### src/rtl/counter_load_seq_if.sv
// Producer-side valid/ready handshake carrying load values into counter_load_seq.
interface counter_load_seq_if #(
  parameter int unsigned WIDTH = 8
) ();
  logic             in_valid;
  logic [WIDTH-1:0] in_data;
  logic             in_ready;

  modport master (output in_valid, output in_data, input in_ready);
  modport slave  (input in_valid, input in_data, output in_ready);
endinterface

### src/rtl/counter_load_seq.sv
// Buffers producer load values in a small FIFO and replays them to the counter
// as single-cycle wr strobes separated by a programmable hold-off.
module counter_load_seq #(
  parameter int unsigned WIDTH   = 8,
  parameter int unsigned DEPTH   = 4,
  parameter int unsigned HOLDOFF = 2
) (
  input  logic                     clk,
  input  logic                     reset,
  input  logic                     flush,
  counter_load_seq_if.slave        in_if,
  output logic [WIDTH-1:0]         wdata,
  output logic                     wr,
  output logic [$clog2(DEPTH):0]   level,
  output logic                     busy,
  output logic [7:0]               load_cnt
);

  localparam int unsigned AW = $clog2(DEPTH);
  localparam int unsigned LW = AW + 1;
  localparam int unsigned CW = 4;

  typedef enum logic {IDLE, HOLD} state_e;

  state_e           state_q, state_d;
  logic [WIDTH-1:0] mem_q [DEPTH];
  logic [AW-1:0]    rd_ptr_q, rd_ptr_d;
  logic [AW-1:0]    wr_ptr_q, wr_ptr_d;
  logic [LW-1:0]    level_q, level_d;
  logic [CW-1:0]    cnt_q, cnt_d;
  logic [WIDTH-1:0] wdata_q, wdata_d;
  logic             wr_q, wr_d;
  logic [7:0]       load_cnt_q, load_cnt_d;
  logic             push, pop;

  // in_ready deliberately ignores a same-cycle pop so a full FIFO never accepts.
  assign in_if.in_ready = (level_q != LW'(DEPTH)) && !flush;
  assign push           = in_if.in_valid && in_if.in_ready;

  always_ff @(posedge clk) begin
    if (push) begin
      mem_q[wr_ptr_q] <= in_if.in_data;
    end
  end

  always_comb begin
    state_d    = state_q;
    cnt_d      = cnt_q;
    wdata_d    = wdata_q;
    wr_d       = 1'b0;
    load_cnt_d = load_cnt_q;
    pop        = 1'b0;
    rd_ptr_d   = rd_ptr_q;
    wr_ptr_d   = wr_ptr_q;
    level_d    = level_q;

    if (flush) begin
      state_d = IDLE;
      cnt_d   = '0;
    end else begin
      unique case (state_q)
        IDLE: begin
          if (level_q != '0) begin
            pop        = 1'b1;
            wdata_d    = mem_q[rd_ptr_q];
            wr_d       = 1'b1;
            load_cnt_d = load_cnt_q + 8'd1;
            cnt_d      = CW'(HOLDOFF);
            state_d    = HOLD;
          end
        end
        HOLD: begin
          if (cnt_q == '0) begin
            state_d = IDLE;
          end else begin
            cnt_d = cnt_q - CW'(1);
          end
        end
        default: state_d = IDLE;
      endcase
    end

    // Pointer/level bookkeeping; flush empties the FIFO and drops any push.
    if (flush) begin
      rd_ptr_d = '0;
      wr_ptr_d = '0;
      level_d  = '0;
    end else begin
      if (pop)  rd_ptr_d = rd_ptr_q + AW'(1);
      if (push) wr_ptr_d = wr_ptr_q + AW'(1);
      unique case ({push, pop})
        2'b10:   level_d = level_q + LW'(1);
        2'b01:   level_d = level_q - LW'(1);
        default: level_d = level_q;
      endcase
    end
  end

  always_ff @(posedge clk or negedge reset) begin
    if (!reset) begin
      state_q    <= IDLE;
      cnt_q      <= '0;
      wdata_q    <= '0;
      wr_q       <= 1'b0;
      load_cnt_q <= '0;
      rd_ptr_q   <= '0;
      wr_ptr_q   <= '0;
      level_q    <= '0;
    end else begin
      state_q    <= state_d;
      cnt_q      <= cnt_d;
      wdata_q    <= wdata_d;
      wr_q       <= wr_d;
      load_cnt_q <= load_cnt_d;
      rd_ptr_q   <= rd_ptr_d;
      wr_ptr_q   <= wr_ptr_d;
      level_q    <= level_d;
    end
  end

  assign wdata    = wdata_q;
  assign wr       = wr_q;
  assign level    = level_q;
  assign load_cnt = load_cnt_q;
  assign busy     = (state_q != IDLE) || (level_q != '0);

endmodule

### src/flat_wrapper.sv
// flat-port wrapper written by rule: the top's interface ports become plain ports
module counter_load_seq_flat 
#(
  parameter int unsigned WIDTH   = 8,
  parameter int unsigned DEPTH   = 4,
  parameter int unsigned HOLDOFF = 2
)
  (clk, reset, flush, wdata, wr, level, busy, load_cnt, in_if_in_valid, in_if_in_data, in_if_in_ready);
  counter_load_seq_if #(.WIDTH(WIDTH)) in_if_i ();
  input  logic clk;
  input  logic reset;
  input  logic flush;
  output logic [WIDTH-1:0] wdata;
  output logic wr;
  output logic [$clog2(DEPTH):0] level;
  output logic busy;
  output logic [7:0] load_cnt;
  input wire logic [$bits(in_if_i.in_valid)-1:0] in_if_in_valid;
  input wire logic [$bits(in_if_i.in_data)-1:0] in_if_in_data;
  output wire logic [$bits(in_if_i.in_ready)-1:0] in_if_in_ready;
  assign in_if_i.in_valid = in_if_in_valid;
  assign in_if_i.in_data = in_if_in_data;
  assign in_if_in_ready = in_if_i.in_ready;
  counter_load_seq #(.WIDTH(WIDTH), .DEPTH(DEPTH), .HOLDOFF(HOLDOFF)) u_core (.clk(clk), .reset(reset), .flush(flush), .in_if(in_if_i), .wdata(wdata), .wr(wr), .level(level), .busy(busy), .load_cnt(load_cnt));
endmodule
### config.mk
export PLATFORM = sky130hd
export DESIGN_NAME = counter_load_seq_flat
export DESIGN_NICKNAME = d
export VERILOG_FILES = /design/src/rtl/counter_load_seq_if.sv /design/src/rtl/counter_load_seq.sv /design/src/flat_wrapper.sv
export SDC_FILE = /design/constraint.sdc
export NUM_CORES = 1
export LEC_CHECK = 0
export ABC_AREA = 0
export BUFFER_PORTS_ARGS = -buffer_cell sky130_fd_sc_hd__buf_2
export CORE_ASPECT_RATIO = 0.6
export CORE_MARGIN = 8
export CORE_UTILIZATION = 61
export CTS_CLUSTER_DIAMETER = 50
export DETAILED_ROUTE_END_ITERATION = 6
export PLACE_DENSITY_LB_ADDON = 0.1
export SKIP_CTS_REPAIR_TIMING = 1
export SLEW_MARGIN = 15
export SYNTH_ARGS = -nofsm -noshare
export SYNTH_HDL_FRONTEND = slang
export SYNTH_SLANG_ARGS = --single-unit
### constraint.sdc
create_clock -name clk -period 4.9 [get_ports clk]
set_clock_uncertainty 0.05 [all_clocks]
set_input_delay 1.225 -clock clk [delete_from_list [all_inputs] [get_ports clk]]
set_output_delay 1.225 -clock clk [all_outputs]
set_load 0.03 [all_outputs]
==> Word level (Yosys, flattened, before mapping) <==
Memories as Yosys holds them, arrays and structs flattened. A register that Yosys moved wholly into a read port is not among the register bits.
Index checks and enable logic that the tools add are counted.
{ "word_totals": {"reg_bits": 21, "mem_bits_rw": 32, "in_bits": 12, "wordCells": 51, "mem_count": 1} }
{ "classes": {"addsub": 6, "n_eq_ne": 5, "mux": 18, "n_bitwise": 2, "n_reduce_logical": 12} }
{ "mem_list": {"columns": ["name", "words", "width", "rd", "rd_ports_with_merged_regs", "wr", "line", "source"], "rows": [
  ["u_core.mem_q", 4, 8, 1, 1, 1, "counter_load_seq.sv:26", "logic [WIDTH-1:0] mem_q [DEPTH];"]
]} }
{ "ops": {"columns": ["op", "count"], "rows": [
  ["$mux W4", 3],
  ["$add A8 B1 Y8 const B", 1],
  ["$mux W2", 4],
  ["$pmux W4 S2", 1],
  ["$mux W1", 7],
  ["$ne A3 B3 Y1 const B", 2],
  ["$pmux W3 S2", 1],
  ["$reduce_bool A3 Y1", 2],
  ["$add A2 B1 Y2 const B", 2],
  ["$logic_not A4 Y1", 1],
  ["$reduce_bool A2 Y1", 2],
  ["$sub A4 B1 Y4 const B", 1],
  ["$add A3 B1 Y3 const B", 1],
  ["$mux W3", 1],
  ["$ne A3 B2 Y1 const B", 1],
  ["$reduce_and A3 Y1", 1],
  ["$sub A3 B1 Y3 const B", 1],
  ["$eq A2 B1 Y1 const B", 1],
  ["$eq A2 B2 Y1 const B", 1],
  ["$logic_and A1 B1 Y1", 2],
  ["$logic_not A1 Y1", 2],
  ["$not A1 Y1", 2],
  ["$pmux W1 S2", 1],
  ["$reduce_and A2 Y1", 1],
  ["$logic_or A1 B1 Y1", 1]
]} }

==> Longest topological paths before layout <==
{ "depth": {"ltp_word": 7, "ltp_mapped": 7} }

==> Worst setup path after synthesis <==
No wires, ideal clock.
{ "synth_timing": {"path_kind": "input to output", "from": "in flush", "to": "out in_if_in_ready", "arrival_ns": 2.090, "setup_slack_ns": 1.535, "stages": 3, "path_cell_list": "clkbuf_1 -> clkbuf_1 -> a21oi_1"} }
{ "synth_via": {"elab_chain_cells": 2} }
{ "synth_lines": {"columns": ["item", "line", "source"], "rows": [
  ["start: declaration", "flat_wrapper.sv:12", "input logic flush;"],
  ["$logic_not A1 Y1", "counter_load_seq.sv:37", "assign in_if.in_ready = (level_q != LW'(DEPTH)) && !flush;"],
  ["$logic_and A1 B1 Y1", "counter_load_seq.sv:37", null],
  ["end: declaration", "flat_wrapper.sv:20", "output wire logic [$bits(in_if_i.in_ready)-1:0] in_if_in_ready;"]
]} }
Every way passes these cells.

==> Worst setup path in the final report <==
Same ends and word-level chain as after synthesis.

==> flow_summary.json <==
{
  "cts_tree": "built",
  "root_buffer": "clkbuf_8",
  "ys_ff_latch": 61,
  "ant_nets": 0,
  "start_util_pct": 64.5,
  "worstPathRequired_ns": 3.62,
  "synth_edf_count": 32,
  "first_pass_iters": 4,
  "drc": 0,
  "synthCells": 205,
  "synth_top_area_share_pct": 35.8,
  "cp-end-kind": "output pin",
  "finalNetCount": 258,
  "synth.distinct_cells": 41,
  "htreeDepth": 3,
  "pin_count": 34,
  "die_x_um": 102,
  "syn2layout_area_growth_pct": 16.3,
  "synth_area_leaders": "edfxtp_1 36%, dfrtp_1 27%, mux4_2 6.7%",
  "dp_slack_ns": 1.85,
  "critPathBufInv": 2,
  "clk_pin_slew_ns": 0.08,
  "synth_area_per_cell_um2": 13.1,
  "post_drt_wl_per_cell_um": 17.6,
  "synth_flop_cell": "edfxtp_1",
  "syn_area_um2": 2690,
  "clock_path_buffers": 2,
  "path_delay_family": "buffers and inverters",
  "cts-buffers-inserted": 9,
  "grt_usage_pct": 17.3,
  "num_rows": 18,
  "grt-ovfl-total": 0,
  "worst_slack_ns": 1.84,
  "worstSetupPathType": "input port to output pin",
  "path_common_cell": "buf_2",
  "rsz0062_at_grt": "no",
  "routed_wl_um": 5330,
  "clkSinkCount": 61,
  "route.vias.total": 1704,
  "synth-seq-area-share_pct": 62.8,
  "arrival_ns": 1.79,
  "relSlewSlack_pct": 55.7,
  "setup_violations": 0,
  "port_buffers": 33,
  "startpoint_type": "input port",
  "grt_antenna_before_repair": 0,
  "cp_max_fo": 17,
  "drtIter0Drc": 93,
  "syn_nets": 225,
  "hold_class": "flop to flop",
  "via_per_inst": 5.62,
  "max_freq_mhz": 327,
  "critPathMaxStageDelay_ns": 0.21,
  "grt_first_pass_wirelength_um": 8690,
  "crit_slowest_cell": "buf_2",
  "async_flop_share_pct": 47.5,
  "path_cells": "buf_2 -> a21oi_1 -> buf_2",
  "final_max_slew_viol_count": 0,
  "grt_pass1_vias": 1716,
  "hold_viol_final": 0,
  "peakVddDrop_mv": 0.349,
  "fin_crit_ns": 3.06,
  "worstMarginPinSlew_ns": 0.665,
  "grt_max_degree": 30,
  "yosysWarnings": 0,
  "die_area_um2": 6850,
  "maxCapViolCount": 0,
  "gp_congestion": 0.737,
  "fp.dieH_um": 67.4,
  "worstSkewPairLatency_ns": 0.34,
  "antenna_cells": 0,
  "dp_hpwl_um": 3700,
  "power.density_nw_per_um2": 623,
  "status": "finished, final reports clean",
  "synth_largest_area_cell": "edfxtp_1",
  "drive_gt1_share_pct": 26.7,
  "leakage_uw": 0.00132,
  "core-area_um2": 4170,
  "finalCritPeriodShare_pct": 62.5,
  "setup_tns_ns": 0
}
[synthesized netlist by cell type, drive strengths merged (6+ instances only)]
library cell,instances
a21oi,9
buf,8
dfrtp,29
edfxtp,32
ha,7
inv,8
mux4,8
nand2,37
nor2,9
nor3,6
xnor2,9
[area by class of cell]
| class | instances | area (um^2) |
|---|---|---|
| fill | 266 | 1040 |
| multi-input combinational | 125 | 918 |
| sequential | 61 | 1690 |
| clock inverter | 3 | 23.8 |
| timing repair buffer | 33 | 165 |
| tap | 60 | 75.1 |
| clock buffer | 13 | 224 |
| inverter | 8 | 30.0 |
[routing by layer]
| metal | GRT usage, % | vias to the layer above | part of all wire [%] |
|---|---|---|---|
| li1 | - | 798 | - |
| met5 | 0 | - | 0 |
| met3 | 6.87 | 9 | 7.0 |
| met2 | 26.8 | 56 | 49 |
| met4 | 7.73 | 0 | 1.3 |
| met1 | 21.4 | 841 | 43 |
[cell usage in the layout, fill, tap and decap left out, types with 4 or more instances in the layout]
master	netlist	final
a21oi_1	9	9
and2_1	4	4
buf_2	5	33
clkbuf_16	0	4
clkbuf_8	0	9
dfrtp_1	29	29
edfxtp_1	32	32
ha_1	7	7
inv_1	7	7
mux4_2	8	8
nand2_1	37	37
nand4_1	4	4
nor2_1	9	9
nor3_1	5	5
xnor2_1	9	9
[state kept, by name, indices dropped and copies added, names as in the netlist]
| signal | count |
|---|---|
| u_core.cnt_q | 4 |
| u_core.level | 3 |
| u_core.mem_q | 32 |
| u_core.load_cnt | 8 |
| u_core.wdata | 8 |
| u_core.wr | 1 |
| u_core.state_q | 1 |
| u_core.wr_ptr_q | 2 |
| u_core.rd_ptr_q | 2 |
[per-stage QoR]
stage / utilization, % / cell area, um^2 / hold WS [ns] / instances / total power, uW
global placement: 69.0 / 2880 / 0.404 / 287 / 1400
floorplan: - / 2690 / 0.403 / 205 / 1260
detailed placement: 69.0 / 2880 / 0.414 / 287 / 1450
CTS: 75.0 / 3120 / 0.424 / 303 / 1960
global route: 75.0 / 3120 / 0.467 / 303 / 2060
finish: 75.0 / 3120 / 0.427 / 303 / 1940
[final timing paths]
| check | startpoint | end | depth (start not counted) | slack, ns |
|---|---|---|---|---|
| setup reg to reg | u_core.level[0] | u_core.level[1] | 6 | 2.54 |
| max in group asynchronous | reset | u_core.cnt_q[0] | 1 | 3.51 |
| setup / recovery | flush | in_if_in_ready | 3 | 1.84 |
| min in group asynchronous | reset | u_core.wr | 1 | 0.85 |
| hold reg to reg | u_core.load_cnt[7] | u_core.load_cnt[7] | 1 | 0.43 |
| hold / removal | u_core.load_cnt[7] | u_core.load_cnt[7] | 1 | 0.43 |
[logic make-up after synthesis]
logic type / synth area share [%]
buf+inv: 3.03
flops: 62.8
mux: 7.13
simple gates: 15.3
fa+ha+maj: 4.01
compound gates: 4.52
xor+xnor: 3.26
[power breakdown]
part           internal, uW  switching, uW
registers               643            147
clock network           310            202
logic                   246            396
Note: power is estimated with default switching activity, not from simulation.
